[config.mk]
export PLATFORM = sky130hd
export DESIGN_NAME = msb_transmitter
export DESIGN_NICKNAME = d
export VERILOG_FILES = /design/src/rtl/msb_pkg.sv /design/src/rtl/msb_word_gen.sv /design/src/rtl/msb_transmitter.sv
export SDC_FILE = /design/constraint.sdc
export NUM_CORES = 1
export LEC_CHECK = 0
export CORE_ASPECT_RATIO = 1.25
export CORE_MARGIN = 5
export CORE_UTILIZATION = 53
export CTS_CLUSTER_SIZE = 28
export DETAILED_ROUTE_END_ITERATION = 16
export PLACE_DENSITY_LB_ADDON = 0.2
export SETUP_SLACK_MARGIN = 0.3
export SLEW_MARGIN = 0
export SYNTH_ARGS = -nofsm -noshare
export SYNTH_HDL_FRONTEND = slang
export SYNTH_SLANG_ARGS = --single-unit
[constraint.sdc]
create_clock -name clk -period 4.55 [get_ports clk]
set_input_delay 0.455 -clock clk [delete_from_list [all_inputs] [get_ports clk]]
set_output_delay 0.455 -clock clk [all_outputs]
set_load 0.1 [all_outputs]
[src/rtl/msb_pkg.sv]
// msb_pkg: shared types and helpers for the MSB-position stimulus source.
//   state_t            - transmitter FSM states (IDLE, EMIT)
//   LFSR_TAPS          - tap mask for the 64-bit Fibonacci LFSR (taps 64,63,61,60)
//   LFSR_SEED_DEFAULT  - default non-zero LFSR reset value
//   pos_to_onehot(p)   - word with only bit p-1 set (0 for p == 0)
//   pos_to_mask(p)     - mask of the bits strictly below bit p-1
//   lfsr_step(s)       - one shift-left step of the LFSR
package msb_pkg;

  typedef enum logic {
    IDLE = 1'b0,
    EMIT = 1'b1
  } state_t;

  localparam int unsigned LFSR_W            = 64;
  localparam logic [63:0] LFSR_TAPS         = 64'hD800_0000_0000_0000;
  localparam logic [63:0] LFSR_SEED_DEFAULT = 64'hACE1_2468_1357_BDF9;

  function automatic logic [63:0] pos_to_onehot(input int unsigned p);
    logic [63:0] w_one;
    w_one = '0;
    if (p >= 1 && p <= LFSR_W) begin
      w_one = 64'd1 << (p - 1);
    end
    return w_one;
  endfunction

  function automatic logic [63:0] pos_to_mask(input int unsigned p);
    logic [63:0] w_mask;
    w_mask = '0;
    if (p >= 2 && p <= LFSR_W) begin
      w_mask = (64'd1 << (p - 1)) - 64'd1;
    end
    return w_mask;
  endfunction

  // Feedback is the XOR of the tapped bits, shifted in at bit 0.
  function automatic logic [63:0] lfsr_step(input logic [63:0] s);
    return {s[62:0], ^(s & LFSR_TAPS)};
  endfunction

endpackage

[src/rtl/msb_word_gen.sv]
// msb_word_gen: combinational word builder.
//   i_pos  - 1-based MSB position (0 = all-zero word)
//   i_lfsr - low LFSR bits used as fill below the MSB
//   o_word - generated word: bit i_pos-1 set, nothing above it,
//            LFSR bits (or zeros) below it
module msb_word_gen
  import msb_pkg::*;
#(
  parameter int unsigned DW_IN       = 64,
  parameter int unsigned PW          = 8,
  parameter bit          FILL_RANDOM = 1'b1
) (
  input  logic [PW-1:0]    i_pos,
  input  logic [DW_IN-1:0] i_lfsr,
  output logic [DW_IN-1:0] o_word
);

  logic [63:0] w_onehot;
  logic [63:0] w_mask;

  always_comb begin
    w_onehot = pos_to_onehot(32'(i_pos));
    w_mask   = pos_to_mask(32'(i_pos));
    o_word   = w_onehot[DW_IN-1:0];
    if (FILL_RANDOM) begin
      o_word = o_word | (i_lfsr & w_mask[DW_IN-1:0]);
    end
  end

endmodule

[src/rtl/msb_transmitter.sv]
// msb_transmitter: emits words whose highest set bit sits at a commanded
// 1-based position, tagged with that position, for self-checking an MSB
// receiver.
//   clk, rst             - clock (rising edge), async active-high reset
//   cmd_valid/cmd_ready  - command handshake
//   cmd_pos              - start position 0..DW_IN (larger values rejected)
//   cmd_count            - number of words (0 = accepted, nothing emitted)
//   cmd_sweep            - position increments (DW_IN wraps to 0) per word
//   out_valid/out_ready  - word handshake; word held while out_ready is low
//   out_data, out_pos    - generated word and its expected MSB position
//   busy                 - burst in progress
//   err                  - one-cycle pulse after a rejected command
module msb_transmitter
  import msb_pkg::*;
#(
  parameter int unsigned DW_IN       = 64,
  parameter int unsigned PW          = 8,
  parameter bit          FILL_RANDOM = 1'b1,
  parameter logic [63:0] LFSR_SEED   = LFSR_SEED_DEFAULT
) (
  input  logic             clk,
  input  logic             rst,
  input  logic             cmd_valid,
  output logic             cmd_ready,
  input  logic [PW-1:0]    cmd_pos,
  input  logic [PW-1:0]    cmd_count,
  input  logic             cmd_sweep,
  output logic             out_valid,
  input  logic             out_ready,
  output logic [DW_IN-1:0] out_data,
  output logic [PW-1:0]    out_pos,
  output logic             busy,
  output logic             err
);

  localparam logic [PW-1:0] DW_POS = PW'(DW_IN);

  state_t             r_state;
  state_t             w_state_next;
  logic [PW-1:0]      r_remaining;
  logic [PW-1:0]      r_cur_pos;
  logic               r_sweep;
  logic [63:0]        r_lfsr;
  logic [DW_IN-1:0]   r_out_data;
  logic [PW-1:0]      r_out_pos;
  logic               r_out_valid;
  logic               r_busy;
  logic               r_err;
  logic               r_cmd_ready;

  logic               w_accept;
  logic               w_reject;
  logic               w_start;
  logic               w_xfer;
  logic               w_last;
  logic [PW-1:0]      w_next_pos;
  logic [PW-1:0]      w_gen_pos;
  logic [63:0]        w_lfsr_next;
  logic [63:0]        w_gen_lfsr;
  logic [DW_IN-1:0]   w_word;

  // Outputs are registered, so the generator is fed the values that will be
  // current in the next cycle: the command's position and the present LFSR
  // when a burst starts, the advanced position and stepped LFSR after a
  // transfer.
  always_comb begin
    w_state_next = r_state;
    w_accept     = 1'b0;
    w_reject     = 1'b0;
    w_start      = 1'b0;
    w_xfer       = 1'b0;
    w_last       = 1'b0;
    w_lfsr_next  = lfsr_step(r_lfsr);
    w_next_pos   = r_cur_pos;
    if (r_sweep) begin
      w_next_pos = (r_cur_pos == DW_POS) ? '0 : r_cur_pos + 1'b1;
    end
    w_gen_pos  = w_next_pos;
    w_gen_lfsr = w_lfsr_next;

    case (r_state)
      IDLE: begin
        w_accept   = cmd_valid && r_cmd_ready;
        w_gen_pos  = cmd_pos;
        w_gen_lfsr = r_lfsr;
        if (w_accept) begin
          if (cmd_pos > DW_POS) begin
            w_reject = 1'b1;
          end else if (cmd_count != '0) begin
            w_start      = 1'b1;
            w_state_next = EMIT;
          end
        end
      end
      EMIT: begin
        w_xfer = r_out_valid && out_ready;
        w_last = w_xfer && (r_remaining == PW'(1));
        if (w_last) begin
          w_state_next = IDLE;
        end
      end
      default: begin
        w_state_next = IDLE;
      end
    endcase
  end

  msb_word_gen #(
    .DW_IN       (DW_IN),
    .PW          (PW),
    .FILL_RANDOM (FILL_RANDOM)
  ) u_word_gen (
    .i_pos  (w_gen_pos),
    .i_lfsr (w_gen_lfsr[DW_IN-1:0]),
    .o_word (w_word)
  );

  always_ff @(posedge clk or posedge rst) begin
    if (rst) begin
      r_state <= IDLE;
    end else begin
      r_state <= w_state_next;
    end
  end

  always_ff @(posedge clk or posedge rst) begin
    if (rst) begin
      r_remaining <= '0;
      r_cur_pos   <= '0;
      r_sweep     <= 1'b0;
      r_lfsr      <= LFSR_SEED;
      r_out_data  <= '0;
      r_out_pos   <= '0;
      r_out_valid <= 1'b0;
      r_busy      <= 1'b0;
      r_err       <= 1'b0;
      r_cmd_ready <= 1'b0;
    end else begin
      r_err       <= w_reject;
      r_cmd_ready <= (w_state_next == IDLE);
      if (w_start) begin
        r_remaining <= cmd_count;
        r_cur_pos   <= cmd_pos;
        r_sweep     <= cmd_sweep;
        r_out_data  <= w_word;
        r_out_pos   <= cmd_pos;
        r_out_valid <= 1'b1;
        r_busy      <= 1'b1;
      end else if (w_xfer) begin
        r_lfsr      <= w_lfsr_next;
        r_remaining <= r_remaining - 1'b1;
        r_cur_pos   <= w_next_pos;
        if (w_last) begin
          r_out_valid <= 1'b0;
          r_busy      <= 1'b0;
        end else begin
          r_out_data <= w_word;
          r_out_pos  <= w_next_pos;
        end
      end
    end
  end

  assign cmd_ready = r_cmd_ready;
  assign out_valid = r_out_valid;
  assign out_data  = r_out_data;
  assign out_pos   = r_out_pos;
  assign busy      = r_busy;
  assign err       = r_err;

endmodule

* Yosys cells after proc, flatten, opt, wreduce, memory -nomap -nowiden
Index checks and enable logic that the tools add are counted.
** Word-level totals
- Bits in registers :: 157
- Output and inout port bits :: 76
** Operators by class
- Add/subtract/negate cells :: 4
- Order comparisons :: 4
- Equality and inequality tests :: 3
- Shifts and indexed selects :: 1
- Multiplexer cells :: 30
- Bitwise operators :: 5
- Reduce and logical (&&, ||, !) cells :: 12
** Operator list (count)
- $mux W64 :: 6
- $mux W8 :: 10
- $and A64 B64 Y64 :: 1
- $or A64 B64 Y64 :: 1
- $reduce_xor A64 Y1 :: 1
- $shl A1 B32 Y64 const A :: 1
- $sub A64 B1 Y64 const B :: 1
- $mux W1 :: 13
- $sub A8 B1 Y9 const B :: 1
- $add A8 B1 Y8 const B :: 1
- $eq A8 B1 Y1 const B :: 1
- $eq A8 B7 Y1 const B :: 1
- $ge A8 B1 Y1 const B :: 1
- $ge A8 B2 Y1 const B :: 1
- $gt A8 B7 Y1 const B :: 1
- $le A8 B7 Y1 const B :: 1
- $reduce_bool A8 Y1 :: 1
- $sub A8 B1 Y8 const B :: 1
- $reduce_and A2 Y1 :: 3
- $logic_and A1 B1 Y1 :: 5
- $reduce_bool A2 Y1 :: 2
- $not A1 Y1 :: 3
- $ne A2 B2 Y1 const B :: 1
- $pmux W1 S2 :: 1

* Logic depth before layout (Yosys ltp)
Gate-level depths: netlist (run 1).
- Depth in word-level cells :: 13
- Depth in mapped cells :: 22

* Hierarchy
Synthesis (run 1) repeated with hierarchy kept, for this count alone.
** Second synthesis, totals
- Cells, all modules :: 1200
- Area, all modules :: 10924.2 um2
** By module, submodules not included
- msb_transmitter :: times used 1, cells each 674, area an instance 7612.3 um2, seq. area each 3970.1 um2
- msb_word_gen :: times used 1, cells each 526, area an instance 3311.9 um2, seq. area each 0.0 um2

* Worst setup path after synthesis (run 1)
Ideal clock, no wire load.
- Path kind :: reg2reg
- Start :: reg r_cur_pos[0]
- End :: reg r_out_data[24], in the netlist out_data[24]
- Setup time :: 0.078 ns
- Arrival :: 4.674 ns
- Data required time :: 4.472 ns
- Slack :: -0.202 ns
- Cell stages (with the launch flop) :: 23
- Path buffers :: 7
- Period minus slack after synthesis :: 4.752 ns
- Path through :: dfrtp_1 > buf_2 > inv_1 > ha_1 > and4b_1 > a211oi_2 > nor2_1 > clkbuf_1 > clkbuf_1 > ha_1 > buf_2 > clkbuf_1 > nor2_1 > o211a_1 > nor2_2 > buf_2 > nor2_1 > nand3_1 > ha_1 > nand3_1 > buf_2 > o32a_1 > a21oi_1
** On the way
- Longest elaborated chain between the ends :: 13
- Elaborated cells on any way between the ends :: 20
** RTL lines
- from (decl) :: RTL line msb_transmitter.sv:41 : logic [PW-1:0] r_cur_pos;
- from (signal assigned) :: RTL line msb_transmitter.sv:143 : r_cur_pos <= cmd_pos;
- from (signal assigned) :: RTL line msb_transmitter.sv:152 : r_cur_pos <= w_next_pos;
- $add A8 B1 Y8 / $eq A8 B7 Y1 (equally long branches) :: RTL line msb_transmitter.sv:76 : w_next_pos = (r_cur_pos == DW_POS) ? '0 : r_cur_pos + 1'b1;
- $mux W8 :: RTL line msb_transmitter.sv:76
- $mux W8 * :: RTL line msb_transmitter.sv:75 : if (r_sweep) begin
- $mux W8 * :: RTL line msb_transmitter.sv:81 : case (r_state)
- $sub A8 B1 Y9 :: RTL line msb_pkg.sv:23, msb_pkg.sv:32
- $shl A1 B32 Y64 :: RTL line msb_pkg.sv:23, msb_pkg.sv:32
- $sub A64 B1 Y64 :: RTL line msb_pkg.sv:32 : w_mask = (64'd1 << (p - 1)) - 64'd1;
- $mux W64 :: RTL line msb_pkg.sv:31 : if (p >= 2 && p <= LFSR_W) begin
- $and A64 B64 Y64 :: RTL line msb_word_gen.sv:26 : o_word = o_word | (i_lfsr & w_mask[DW_IN-1:0]);
- $or A64 B64 Y64 * :: RTL line msb_word_gen.sv:26
- $mux W64 :: RTL line msb_transmitter.sv:153 : if (w_last) begin
- $mux W64 :: RTL line msb_transmitter.sv:149 : end else if (w_xfer) begin
- $mux W64 * :: RTL line msb_transmitter.sv:141 : if (w_start) begin
- to (signal assigned) :: RTL line msb_transmitter.sv:145 : r_out_data <= w_word;
- to (signal assigned) :: RTL line msb_transmitter.sv:157 : r_out_data <= w_word;
- to (decl) :: RTL line msb_transmitter.sv:44 : logic [DW_IN-1:0] r_out_data;
Mark *: on every way between the ends. The rest lies on a longest branch, timed or not. The select of a mux whose other input is x is not followed.
A chain may end at the register's enable or synchronous reset.

* Final worst setup path (run 1)
- Start :: reg r_cur_pos[1]
- End :: reg r_out_data[32], in the netlist out_data[32]
Same word-level chain as after synthesis.

==> results of run 1 <==
[placed cells by master, fill, tap and decap left out, types with 4 or more instances in the layout]
| cell | synthesis | final |
|---|---|---|
| sky130_fd_sc_hd__a31o_2 | 4 | 4 |
| sky130_fd_sc_hd__mux2_2 | 26 | 25 |
| sky130_fd_sc_hd__dfrtp_1 | 124 | 121 |
| sky130_fd_sc_hd__o21a_1 | 11 | 11 |
| sky130_fd_sc_hd__o22ai_1 | 4 | 4 |
| sky130_fd_sc_hd__nor4_1 | 11 | 10 |
| sky130_fd_sc_hd__nor2b_1 | 4 | 4 |
| sky130_fd_sc_hd__xor2_1 | 5 | 5 |
| sky130_fd_sc_hd__and4_1 | 5 | 5 |
| sky130_fd_sc_hd__inv_8 | 0 | 5 |
| sky130_fd_sc_hd__buf_4 | 4 | 70 |
| sky130_fd_sc_hd__mux2i_1 | 39 | 39 |
| sky130_fd_sc_hd__o21ai_1 | 7 | 7 |
| sky130_fd_sc_hd__o21ai_0 | 81 | 80 |
| sky130_fd_sc_hd__clkdlybuf4s50_1 | 0 | 96 |
| sky130_fd_sc_hd__a31oi_1 | 14 | 14 |
| sky130_fd_sc_hd__and3_1 | 6 | 5 |
| sky130_fd_sc_hd__o32a_1 | 6 | 6 |
| sky130_fd_sc_hd__nand2b_1 | 8 | 8 |
| sky130_fd_sc_hd__a221o_1 | 5 | 5 |
| sky130_fd_sc_hd__nor2_1 | 90 | 88 |
| sky130_fd_sc_hd__ha_1 | 8 | 7 |
| sky130_fd_sc_hd__nor3_1 | 25 | 25 |
| sky130_fd_sc_hd__clkbuf_16 | 0 | 17 |
| sky130_fd_sc_hd__and2_1 | 7 | 7 |
| sky130_fd_sc_hd__nand2_1 | 272 | 271 |
| sky130_fd_sc_hd__inv_1 | 12 | 10 |
| sky130_fd_sc_hd__nand4_1 | 12 | 12 |
| sky130_fd_sc_hd__o211ai_1 | 13 | 13 |
| sky130_fd_sc_hd__nand3_1 | 34 | 33 |
| sky130_fd_sc_hd__o221ai_1 | 17 | 17 |
| sky130_fd_sc_hd__or2_2 | 8 | 8 |
| sky130_fd_sc_hd__a21o_1 | 6 | 6 |
| sky130_fd_sc_hd__dfstp_2 | 33 | 33 |
| sky130_fd_sc_hd__o31ai_1 | 12 | 11 |
| sky130_fd_sc_hd__or4_1 | 4 | 4 |
| sky130_fd_sc_hd__a32oi_1 | 7 | 7 |
| sky130_fd_sc_hd__xnor2_1 | 10 | 10 |
| sky130_fd_sc_hd__a22oi_1 | 29 | 29 |
| sky130_fd_sc_hd__a21oi_1 | 64 | 63 |
[power groups by stage]
stage | sequential (mW) | clock [mW] | combinational [mW]
after floorplan | 1.42 | 0 | 0.0263
after global placement | 1.42 | 0 | 0.0606
after detailed placement | 1.42 | 0 | 0.0601
after CTS | 1.40 | 1.49 | 0.0605
after global routing | 1.40 | 1.55 | 0.0661
final | 1.40 | 1.48 | 0.0586
[worst max-delay path: cells and delay by family (launching register included)]
family | cells | cell delay (ns)
simple gates | 5 | 1.33
fa+ha+maj | 2 | 0.42
flops | 1 | 0.45
buf+inv | 4 | 0.68
compound gates | 5 | 1.20
[metal layers]
layer	GRT usage [%]	up-vias
met3	5.453	137
met1	41.98	4833
met5	0	-
met2	57.12	474
met4	18.48	0
li1	-	4571
[cell families after synthesis]
| family | synth area share [%] |
|---|---|
| AOI/OAI and AO/OA | 23.16 |
| xor gates and xnor gates | 1.749 |
| adders and majority gates | 0.9922 |
| buffers and inverters | 3.932 |
| DFF | 39.35 |
| muxes | 7.268 |
| and+or+nand+nor | 23.55 |
[per-stage QoR]
step	cells	setup slack (ns)
after detailed placement	1507	0.2578
final	1547	0.3677
after global routing	1547	0.2639
after floorplan	1197	0.3148
after global placement	1507	0.3711
after CTS	1539	0.3489
[timing repair]
item,4_1_cts,5_1_grt
buffers inserted,0,8
endpoints found under the setup margin,13,39
gates resized for setup,2,10
pin swaps,0,3
[worst min-delay path by stage]
stage                      end  slack (ns)
floorplan           r_lfsr[17]        0.44
global placement    r_lfsr[59]        0.46
detailed placement  r_lfsr[38]        0.46
CTS                 r_lfsr[55]        0.47
global route        r_lfsr[18]        0.49
finish              r_lfsr[55]        0.47
[state kept, by name, summed over array words and instances, names as in the netlist]
| register | count |
|---|---|
| busy | 1 |
| cmd_ready | 1 |
| err | 1 |
| out_data | 64 |
| out_pos | 8 |
| r_cur_pos | 8 |
| r_lfsr | 64 |
| r_remaining | 8 |
| r_state | 1 |
| r_sweep | 1 |
[cell type report]
| type | instances | area (sq um) | share of cell area [%] |
|---|---|---|---|
| clock buffer | 18 | 439.2 | 3.583 |
| clock inverter | 14 | 163.9 | 1.337 |
| inverter | 13 | 55.05 | 0.4492 |
| multi-input combinational | 946 | 5826 | 47.53 |
| sequential | 157 | 3976 | 32.44 |
| tap | 232 | 290.3 | 2.368 |
| timing repair buffer | 167 | 1506 | 12.29 |
==> flow_summary.html, run 1 <==
<table>
<tr><th>Metric</th><th>Value</th></tr>
<tr><th colspan="2">Status</th></tr>
<tr><td>Status</td><td>completed</td></tr>
<tr><th colspan="2">Finish</th></tr>
<tr><td>Share of final-layout standard cells stronger than drive strength 1</td><td>~17%</td></tr>
<tr><td>P&amp;R area growth vs syn</td><td>21.49%</td></tr>
<tr><td>Number of fill cells</td><td>1,668</td></tr>
<tr><td>Layout Nets</td><td>1,331</td></tr>
<tr><td>Util after Layout</td><td>65.27%</td></tr>
<tr><td>Final antenna diode count</td><td>0</td></tr>
<tr><td>Post-route cell area</td><td>roughly 0.012 sq mm</td></tr>
<tr><th colspan="2">Clocking</th></tr>
<tr><td>Htree depth</td><td>4</td></tr>
<tr><td>CTS clock-pin slew for the worst setup and hold paths</td><td>~0.080 ns</td></tr>
<tr><td>Clock latency at the later pin of the worst-skew pair</td><td>~0.44 ns</td></tr>
<tr><td>Number of clock buffers inserted by TritonCTS</td><td>17</td></tr>
<tr><td>Root buffer cell</td><td>sky130_fd_sc_hd__clkbuf_16</td></tr>
<tr><td>CTS sink count</td><td>around 160</td></tr>
<tr><td>Post-CTS Hold Buffers</td><td>0</td></tr>
<tr><td>TritonCTS clock tree</td><td>done</td></tr>
<tr><td>Maximum count of clock buffers along a single path</td><td>2</td></tr>
<tr><th colspan="2">Power</th></tr>
<tr><td>Internal cell power</td><td>around 2.2 mW</td></tr>
<tr><td>Clock Power Share</td><td>about half</td></tr>
<tr><td>Share of power burned in combinational logic</td><td>~2.0%</td></tr>
<tr><td>Reported leakage power</td><td>between 5 and 6 nW</td></tr>
<tr><td>Largest vdd supply drop</td><td>0.2432 mV</td></tr>
<tr><td>Power density cells</td><td>roughly 240 mW/mm^2</td></tr>
<tr><td>Net switching power figure</td><td>~0.76 mW</td></tr>
<tr><td>Sequential Power Share</td><td>a little under half</td></tr>
<tr><td>Power after layout</td><td>roughly 2.9 mW</td></tr>
<tr><td>Switching part of the total</td><td>around 26%</td></tr>
<tr><th colspan="2">Synth</th></tr>
<tr><td>Area contributors post-synth</td><td>sky130_fd_sc_hd__dfrtp_1 31%, sky130_fd_sc_hd__nand2_1 10%, sky130_fd_sc_hd__dfstp_2 8.6%</td></tr>
<tr><td>Leading post-synthesis cells by instance count</td><td>272 x sky130_fd_sc_hd__nand2_1, 124 x sky130_fd_sc_hd__dfrtp_1, 90 x sky130_fd_sc_hd__nor2_1, 81 x sky130_fd_sc_hd__o21ai_0, 64 x sky130_fd_sc_hd__a21oi_1</td></tr>
<tr><td>Asr flop ratio synth</td><td>100.0%</td></tr>
<tr><td>EDFF count, synth</td><td>0</td></tr>
<tr><td>Top flip-flop cell by instance count after synthesis</td><td>sky130_fd_sc_hd__dfrtp_1</td></tr>
<tr><td>Top cell type's share of synthesized area</td><td>a little over 30%</td></tr>
<tr><td>Flops &amp; latches, synth</td><td>157</td></tr>
<tr><td>Synthesized instance count</td><td>1,197</td></tr>
<tr><td>Count of cell types in the netlist</td><td>95</td></tr>
<tr><td>Post-Syn Area</td><td>a little over 0.01 sq mm</td></tr>
<tr><td>Sequential share of the synthesized area</td><td>~39%</td></tr>
<tr><td>Most common cell in the netlist</td><td>sky130_fd_sc_hd__nand2_1</td></tr>
<tr><td>Yosys Warn Count</td><td>0</td></tr>
<tr><td>Post-synth net total</td><td>between 1k and 1.5k</td></tr>
<tr><td>Average instance area after synthesis</td><td>roughly 8.4 sq um</td></tr>
<tr><td>Cell accounting for the most synthesized area</td><td>sky130_fd_sc_hd__dfrtp_1</td></tr>
<tr><th colspan="2">Timing</th></tr>
<tr><td>Final setup viols</td><td>0</td></tr>
<tr><td>Unrepaired setup endpoints after global routing</td><td>false</td></tr>
<tr><td>Worst slew slack as a fraction of its limit</td><td>approximately 33%</td></tr>
<tr><td>Achievable clock frequency</td><td>roughly 240 MHz</td></tr>
<tr><td>Post-Route Hold Slack</td><td>0.4666 ns</td></tr>
<tr><td>Final critical path time including I/O delays and setup</td><td>around 4.2 ns</td></tr>
<tr><td>Post-route setup TNS</td><td>0 ns</td></tr>
<tr><td>Slew @ Worst Pin</td><td>~1.0 ns</td></tr>
<tr><td>Final hold violations</td><td>0</td></tr>
<tr><td>Ratio of final minimum period to clock period</td><td>about nine tenths</td></tr>
<tr><td>Final Slew Violations</td><td>0</td></tr>
<tr><td>Setup Skew</td><td>0.01369 ns</td></tr>
<tr><th colspan="2">Hold path</th></tr>
<tr><td>Classification of the worst-slack hold path</td><td>flop to flop</td></tr>
<tr><td>Hold path depth</td><td>2</td></tr>
<tr><td>HP Start</td><td>r_lfsr[54]</td></tr>
<tr><th colspan="2">Global route</th></tr>
<tr><td>Global router's overall resource usage</td><td>33.96%</td></tr>
<tr><td>Overflow left after global routing</td><td>0</td></tr>
<tr><td>Number of global-route vias before repair</td><td>9,944</td></tr>
<tr><td>Antenna violations before repair</td><td>0</td></tr>
<tr><td>Largest net degree at the start of global routing</td><td>approximately 160</td></tr>
<tr><td>First-pass GRT wire length</td><td>a little under 60,000 microns</td></tr>
<tr><th colspan="2">Worst setup path</th></tr>
<tr><td>Startpoint kind of the worst setup timing path</td><td>flop</td></tr>
<tr><td>Critical-path cell with the highest stage delay</td><td>sky130_fd_sc_hd__or4_1</td></tr>
<tr><td>Type of the worst setup path</td><td>flop to flop</td></tr>
<tr><td>Required time at the worst-slack endpoint</td><td>approximately 4.9 ns</td></tr>
<tr><td>Reg-to-reg startpoint</td><td>r_cur_pos[1]</td></tr>
<tr><td>Crit path max fanout</td><td>14</td></tr>
<tr><td>Worst stage delay on the critical path</td><td>roughly 0.52 ns</td></tr>
<tr><td>Timing endpoint of the critical path</td><td>out_data[32]</td></tr>
<tr><td>Worst Setup End Kind</td><td>flop</td></tr>
<tr><td>Cell chain of the critical path</td><td>inv_1 -&gt; ha_1 -&gt; and4b_2 -&gt; a211oi_4 -&gt; nor2_2 -&gt; ha_2 -&gt; buf_4 -&gt; buf_4 -&gt; nand2_1 -&gt; a21boi_0 -&gt; o2bb2ai_1 -&gt; o32ai_1 -&gt; nand3_1 -&gt; buf_4 -&gt; or4_1 -&gt; a21oi_1</td></tr>
<tr><td>Cells on worst reg2reg path</td><td>16</td></tr>
<tr><td>Flop2flop setup slack</td><td>~0.37 ns</td></tr>
<tr><td>Arrival time of the worst setup path</td><td>~4.5 ns</td></tr>
<tr><td>R2r endpoint</td><td>out_data[32]</td></tr>
<tr><td>Most frequent cell on the critical path</td><td>sky130_fd_sc_hd__buf_4</td></tr>
<tr><td>Source of the critical timing path</td><td>r_cur_pos[1]</td></tr>
<tr><th colspan="2">Floorplan</th></tr>
<tr><td>Die X-Extent</td><td>133.4 microns</td></tr>
<tr><td>Die Span Y</td><td>between 150 and 200 microns</td></tr>
<tr><td>Number of placement rows</td><td>56</td></tr>
<tr><td>Area of the core</td><td>between 0.015 and 0.02 sq mm</td></tr>
<tr><td>Area of the die</td><td>about 0.022 sq mm</td></tr>
<tr><td>I/O pin count</td><td>just under 100</td></tr>
<tr><td>Effective utilization at floorplan</td><td>53.72%</td></tr>
<tr><th colspan="2">Routing</th></tr>
<tr><td>Drt drc</td><td>0</td></tr>
<tr><td>Wire length after detailed routing</td><td>~37,000 microns</td></tr>
<tr><td>Number of nets still failing antenna checks after routing</td><td>0</td></tr>
<tr><td>Wire length on met2</td><td>between 15,000 and 20,000 microns</td></tr>
<tr><td>Metal-1 WL</td><td>between 10,000 and 15,000 microns</td></tr>
<tr><td>Detail-routed net length per standard cell</td><td>between 20 and 25 microns</td></tr>
<tr><td>Number of iterations in the first detailed-routing pass</td><td>6</td></tr>
<tr><td>Met3 layer wire length in the routed design</td><td>2440 microns</td></tr>
<tr><td>Total via count in the routed design</td><td>10.02k</td></tr>
<tr><td>Via density per instance</td><td>6.474</td></tr>
<tr><td>Top layer reached by signal wires</td><td>met4</td></tr>
<tr><td>Violation count after the first detailed-route iteration</td><td>844</td></tr>
<tr><th colspan="2">Placed design</th></tr>
<tr><td>Placed cell areas</td><td>roughly 0.012 sq mm</td></tr>
<tr><td>Last weighted congestion value of the routability-driven placer</td><td>1.062</td></tr>
<tr><td>IO Port Bufs</td><td>96</td></tr>
<tr><td>Post-detailed-placement half-perimeter wirelength</td><td>around 27,000 microns</td></tr>
<tr><th colspan="2">Flow run</th></tr>
<tr><td>Max-capacitance violation count</td><td>0</td></tr>
</table>
No activity file was read; power rests on OpenSTA's default activity.
==> inputs of run 2 (changes only) <==
Settings changed: GPL_ROUTABILITY_DRIVEN set to 1, HOLD_SLACK_MARGIN set to 0.05.
==> results of run 2 <==
No change in the layout: final DEF, timing and power equal those of run 1.
==> inputs of run 3 (changes only) <==
Settings changed: CORE_UTILIZATION 53 to 25.
==> flow_summary.html, run 3 (synthesized netlist as in run 1, its figures left out) <==
<table>
<tr><th>Metric</th><th>Value</th></tr>
<tr><th colspan="2">Finish</th></tr>
<tr><td>Top library cells by usage in the layout, fill and taps aside</td><td>271 x sky130_fd_sc_hd__nand2_1, 122 x sky130_fd_sc_hd__dfrtp_1, 96 x sky130_fd_sc_hd__clkdlybuf4s50_1, 87 x sky130_fd_sc_hd__nor2_1, 80 x sky130_fd_sc_hd__o21ai_0</td></tr>
<tr><td>Share of final-layout standard cells stronger than drive strength 1</td><td>~16%</td></tr>
<tr><td>Number of fill cells</td><td>approximately 4.3k</td></tr>
<tr><td>Commonest non-fill, non-tap cell in the layout</td><td>sky130_fd_sc_hd__nand2_1</td></tr>
<tr><td>Final antenna diode count</td><td>0</td></tr>
<tr><td>Util after Layout</td><td>31.32%</td></tr>
<tr><td>P&amp;R area growth vs syn</td><td>24.23%</td></tr>
<tr><td>Layout Nets</td><td>about 1.3k</td></tr>
<tr><th colspan="2">Routing</th></tr>
<tr><td>Number of nets still failing antenna checks after routing</td><td>0</td></tr>
<tr><td>Detail-routed net length per standard cell</td><td>~23 microns</td></tr>
<tr><td>Wire length after detailed routing</td><td>~41,000 microns</td></tr>
<tr><td>Via density per instance</td><td>about 5.4</td></tr>
<tr><td>Total via count in the routed design</td><td>a little under 10k</td></tr>
<tr><td>Violation count after the first detailed-route iteration</td><td>815</td></tr>
<tr><td>Number of iterations in the first detailed-routing pass</td><td>5</td></tr>
<tr><td>Drt drc</td><td>0</td></tr>
<tr><th colspan="2">Worst setup path</th></tr>
<tr><td>Cells on worst reg2reg path</td><td>15</td></tr>
<tr><td>R2r endpoint</td><td>out_data[62]</td></tr>
<tr><td>Startpoint kind of the worst setup timing path</td><td>flop</td></tr>
<tr><td>WP depth</td><td>15</td></tr>
<tr><td>Most frequent cell on the critical path</td><td>sky130_fd_sc_hd__ha_1</td></tr>
<tr><td>Sum of buffers and inverters on the critical path</td><td>3</td></tr>
<tr><td>Cell chain of the critical path</td><td>inv_1 -&gt; ha_1 -&gt; and4b_2 -&gt; a211oi_4 -&gt; nor2_2 -&gt; ha_1 -&gt; clkinvlp_4 -&gt; nand2_1 -&gt; a21boi_0 -&gt; o2bb2ai_1 -&gt; o32ai_1 -&gt; nand3_1 -&gt; buf_4 -&gt; nand4bb_2 -&gt; o31ai_1</td></tr>
<tr><td>Worst Setup End Kind</td><td>flop</td></tr>
<tr><td>Type of the worst setup path</td><td>flop to flop</td></tr>
<tr><td>Cell type group with the largest total delay on the critical path</td><td>compound AO/OA/AOI/OAI gates</td></tr>
<tr><td>Critical-path cell with the highest stage delay</td><td>sky130_fd_sc_hd__dfrtp_1</td></tr>
<tr><td>Crit path max fanout</td><td>15</td></tr>
<tr><td>Worst stage delay on the critical path</td><td>0.45 ns</td></tr>
<tr><td>Arrival time of the worst setup path</td><td>4.42 ns</td></tr>
<tr><td>Reg-to-reg startpoint</td><td>r_cur_pos[0]</td></tr>
<tr><td>Required time at the worst-slack endpoint</td><td>about 4.9 ns</td></tr>
<tr><td>Flop2flop setup slack</td><td>between 0.4 and 0.5 ns</td></tr>
<tr><th colspan="2">Floorplan</th></tr>
<tr><td>Die X-Extent</td><td>approximately 190 microns</td></tr>
<tr><td>Effective utilization at floorplan</td><td>approximately a quarter</td></tr>
<tr><td>Area of the die</td><td>approximately 0.044 sq mm</td></tr>
<tr><td>I/O pin count</td><td>between 90 and 100</td></tr>
<tr><td>Die Span Y</td><td>between 200 and 250 microns</td></tr>
<tr><td>Number of placement rows</td><td>roughly 80</td></tr>
<tr><td>Area of the core</td><td>between 0.04 and 0.05 sq mm</td></tr>
<tr><th colspan="2">Clocking</th></tr>
<tr><td>Maximum count of clock buffers along a single path</td><td>2</td></tr>
<tr><td>Number of clock buffers inserted by TritonCTS</td><td>17</td></tr>
<tr><td>Clock latency at the later pin of the worst-skew pair</td><td>approximately 0.46 ns</td></tr>
<tr><td>Post-CTS Hold Buffers</td><td>0</td></tr>
<tr><td>CTS clock-pin slew for the worst setup and hold paths</td><td>0.07 ns</td></tr>
<tr><td>CTS sink count</td><td>roughly 160</td></tr>
<tr><td>Root buffer cell</td><td>sky130_fd_sc_hd__clkbuf_16</td></tr>
<tr><td>TritonCTS clock tree</td><td>done</td></tr>
<tr><td>Htree depth</td><td>4</td></tr>
<tr><th colspan="2">Timing</th></tr>
<tr><td>Achievable clock frequency</td><td>246.2 MHz</td></tr>
<tr><td>Final critical path time including I/O delays and setup</td><td>approximately 4.1 ns</td></tr>
<tr><td>Ratio of final minimum period to clock period</td><td>about 89%</td></tr>
<tr><td>Worst slew slack as a fraction of its limit</td><td>23.35%</td></tr>
<tr><td>Final hold violations</td><td>0</td></tr>
<tr><td>Unrepaired setup endpoints after global routing</td><td>false</td></tr>
<tr><td>Final Slew Violations</td><td>0</td></tr>
<tr><td>Setup Skew</td><td>0.01991 ns</td></tr>
<tr><td>Post-route setup TNS</td><td>0 ns</td></tr>
<tr><td>Slew @ Worst Pin</td><td>between 1 and 1.5 ns</td></tr>
<tr><td>Final setup viols</td><td>0</td></tr>
<tr><th colspan="2">Global route</th></tr>
<tr><td>Global router's overall resource usage</td><td>a little under a fifth</td></tr>
<tr><td>Antenna violations before repair</td><td>0</td></tr>
<tr><td>Number of global-route vias before repair</td><td>between 9k and 10k</td></tr>
<tr><td>Overflow left after global routing</td><td>0</td></tr>
<tr><td>First-pass GRT wire length</td><td>62,510 microns</td></tr>
<tr><td>Largest net degree at the start of global routing</td><td>between 150 and 200</td></tr>
<tr><th colspan="2">Placed design</th></tr>
<tr><td>Post-detailed-placement half-perimeter wirelength</td><td>about 31,000 microns</td></tr>
<tr><td>IO Port Bufs</td><td>96</td></tr>
<tr><td>Last weighted congestion value of the routability-driven placer</td><td>0.9769</td></tr>
<tr><th colspan="2">Power</th></tr>
<tr><td>Largest vdd supply drop</td><td>~0.27 mV</td></tr>
<tr><td>Power density cells</td><td>about 240 mW/mm^2</td></tr>
<tr><td>Reported leakage power</td><td>between 5 and 6 nW</td></tr>
<tr><th colspan="2">Hold path</th></tr>
<tr><td>Classification of the worst-slack hold path</td><td>primary input to async pin</td></tr>
<tr><th colspan="2">Flow run</th></tr>
<tr><td>Max-capacitance violation count</td><td>0</td></tr>
<tr><th colspan="2">Status</th></tr>
<tr><td>Status</td><td>completed</td></tr>
</table>
-- run 3: changes by cell type in the layout (fill, tap and decap cells not counted), sizes merged --
cell      change
buf           -4
inv           -3
clkbuf        -1
clkinvlp      +2
bufinv        +2
-- run 3: stage by stage --
| step | hold slack [ns] | setup WS (ns) | total power, mW | std cells | cell area (sq um) |
|---|---|---|---|---|---|
| floorplan | 0.4446 | 0.3148 | 1.449 | 1197 | 10140 |
| global placement | 0.4605 | 0.4728 | 1.488 | 1782 | 11900 |
| detailed placement | 0.4665 | 0.4123 | 1.487 | 1782 | 11900 |
| CTS | 0.4736 | 0.3541 | 3.020 | 1814 | 12500 |
| global route | 0.4844 | 0.3071 | 3.074 | 1815 | 12530 |
| finish | 0.4572 | 0.4884 | 2.960 | 1815 | 12530 |
-- run 3: cell type report --
class / instances / area, sq um / share of cell area [%]
flip-flops and latches: 157 / 3975 / 31.72
clock buffers: 17 / 425.4 / 3.394
repair buffers: 163 / 1484 / 11.84
multi-input cells: 946 / 5782 / 46.13
clock inverters: 15 / 177.7 / 1.418
inverters: 13 / 58.81 / 0.4692
well taps: 504 / 630.6 / 5.031
-- run 3: repair_timing --
item | in CTS | in global routing
resized for setup | 0 | 8
endpoints found under the hold margin | 0 | 0
buffers inserted | 0 | 1
endpoints found under the setup margin | 0 | 28
-- run 3: worst max path at each step --
stage	start	endpoint	slack, ns
finish	r_cur_pos[0]	out_data[62]	0.49
global route	r_cur_pos[2]	out_data[47]	0.31
CTS	r_cur_pos[0]	out_data[42]	0.35
detailed placement	r_cur_pos[1]	out_data[42]	0.41
global placement	r_cur_pos[1]	out_data[47]	0.47
floorplan	r_cur_pos[0]	out_data[47]	0.31
-- run 3: power by group --
part	internal, mW	switching (mW)	leakage, nW
Clock	0.826	0.674	0.290
Combinational	0.0208	0.0415	3.07
Sequential	1.40	0	2.06
Total	2.24	0.716	5.42
-- run 3: per-layer routing --
| metal | routed length (microns) | track usage [%] |
|---|---|---|
| met1 | 17710 | 23.36 |
| met2 | 19720 | 30.72 |
| met3 | 1959 | 2.907 |
| met4 | 1912 | 9.249 |
| met5 | 0 | 0 |
-- run 3: worst register-to-register path: cells and delay by family, from the launching register on --
family	cells	cell delay (ns)
AOI/OAI and AO/OA	5	1.38
and+or+nand+nor	5	1.05
adders and majority gates	2	0.56
buffers and inverters	3	0.53
DFF	1	0.45
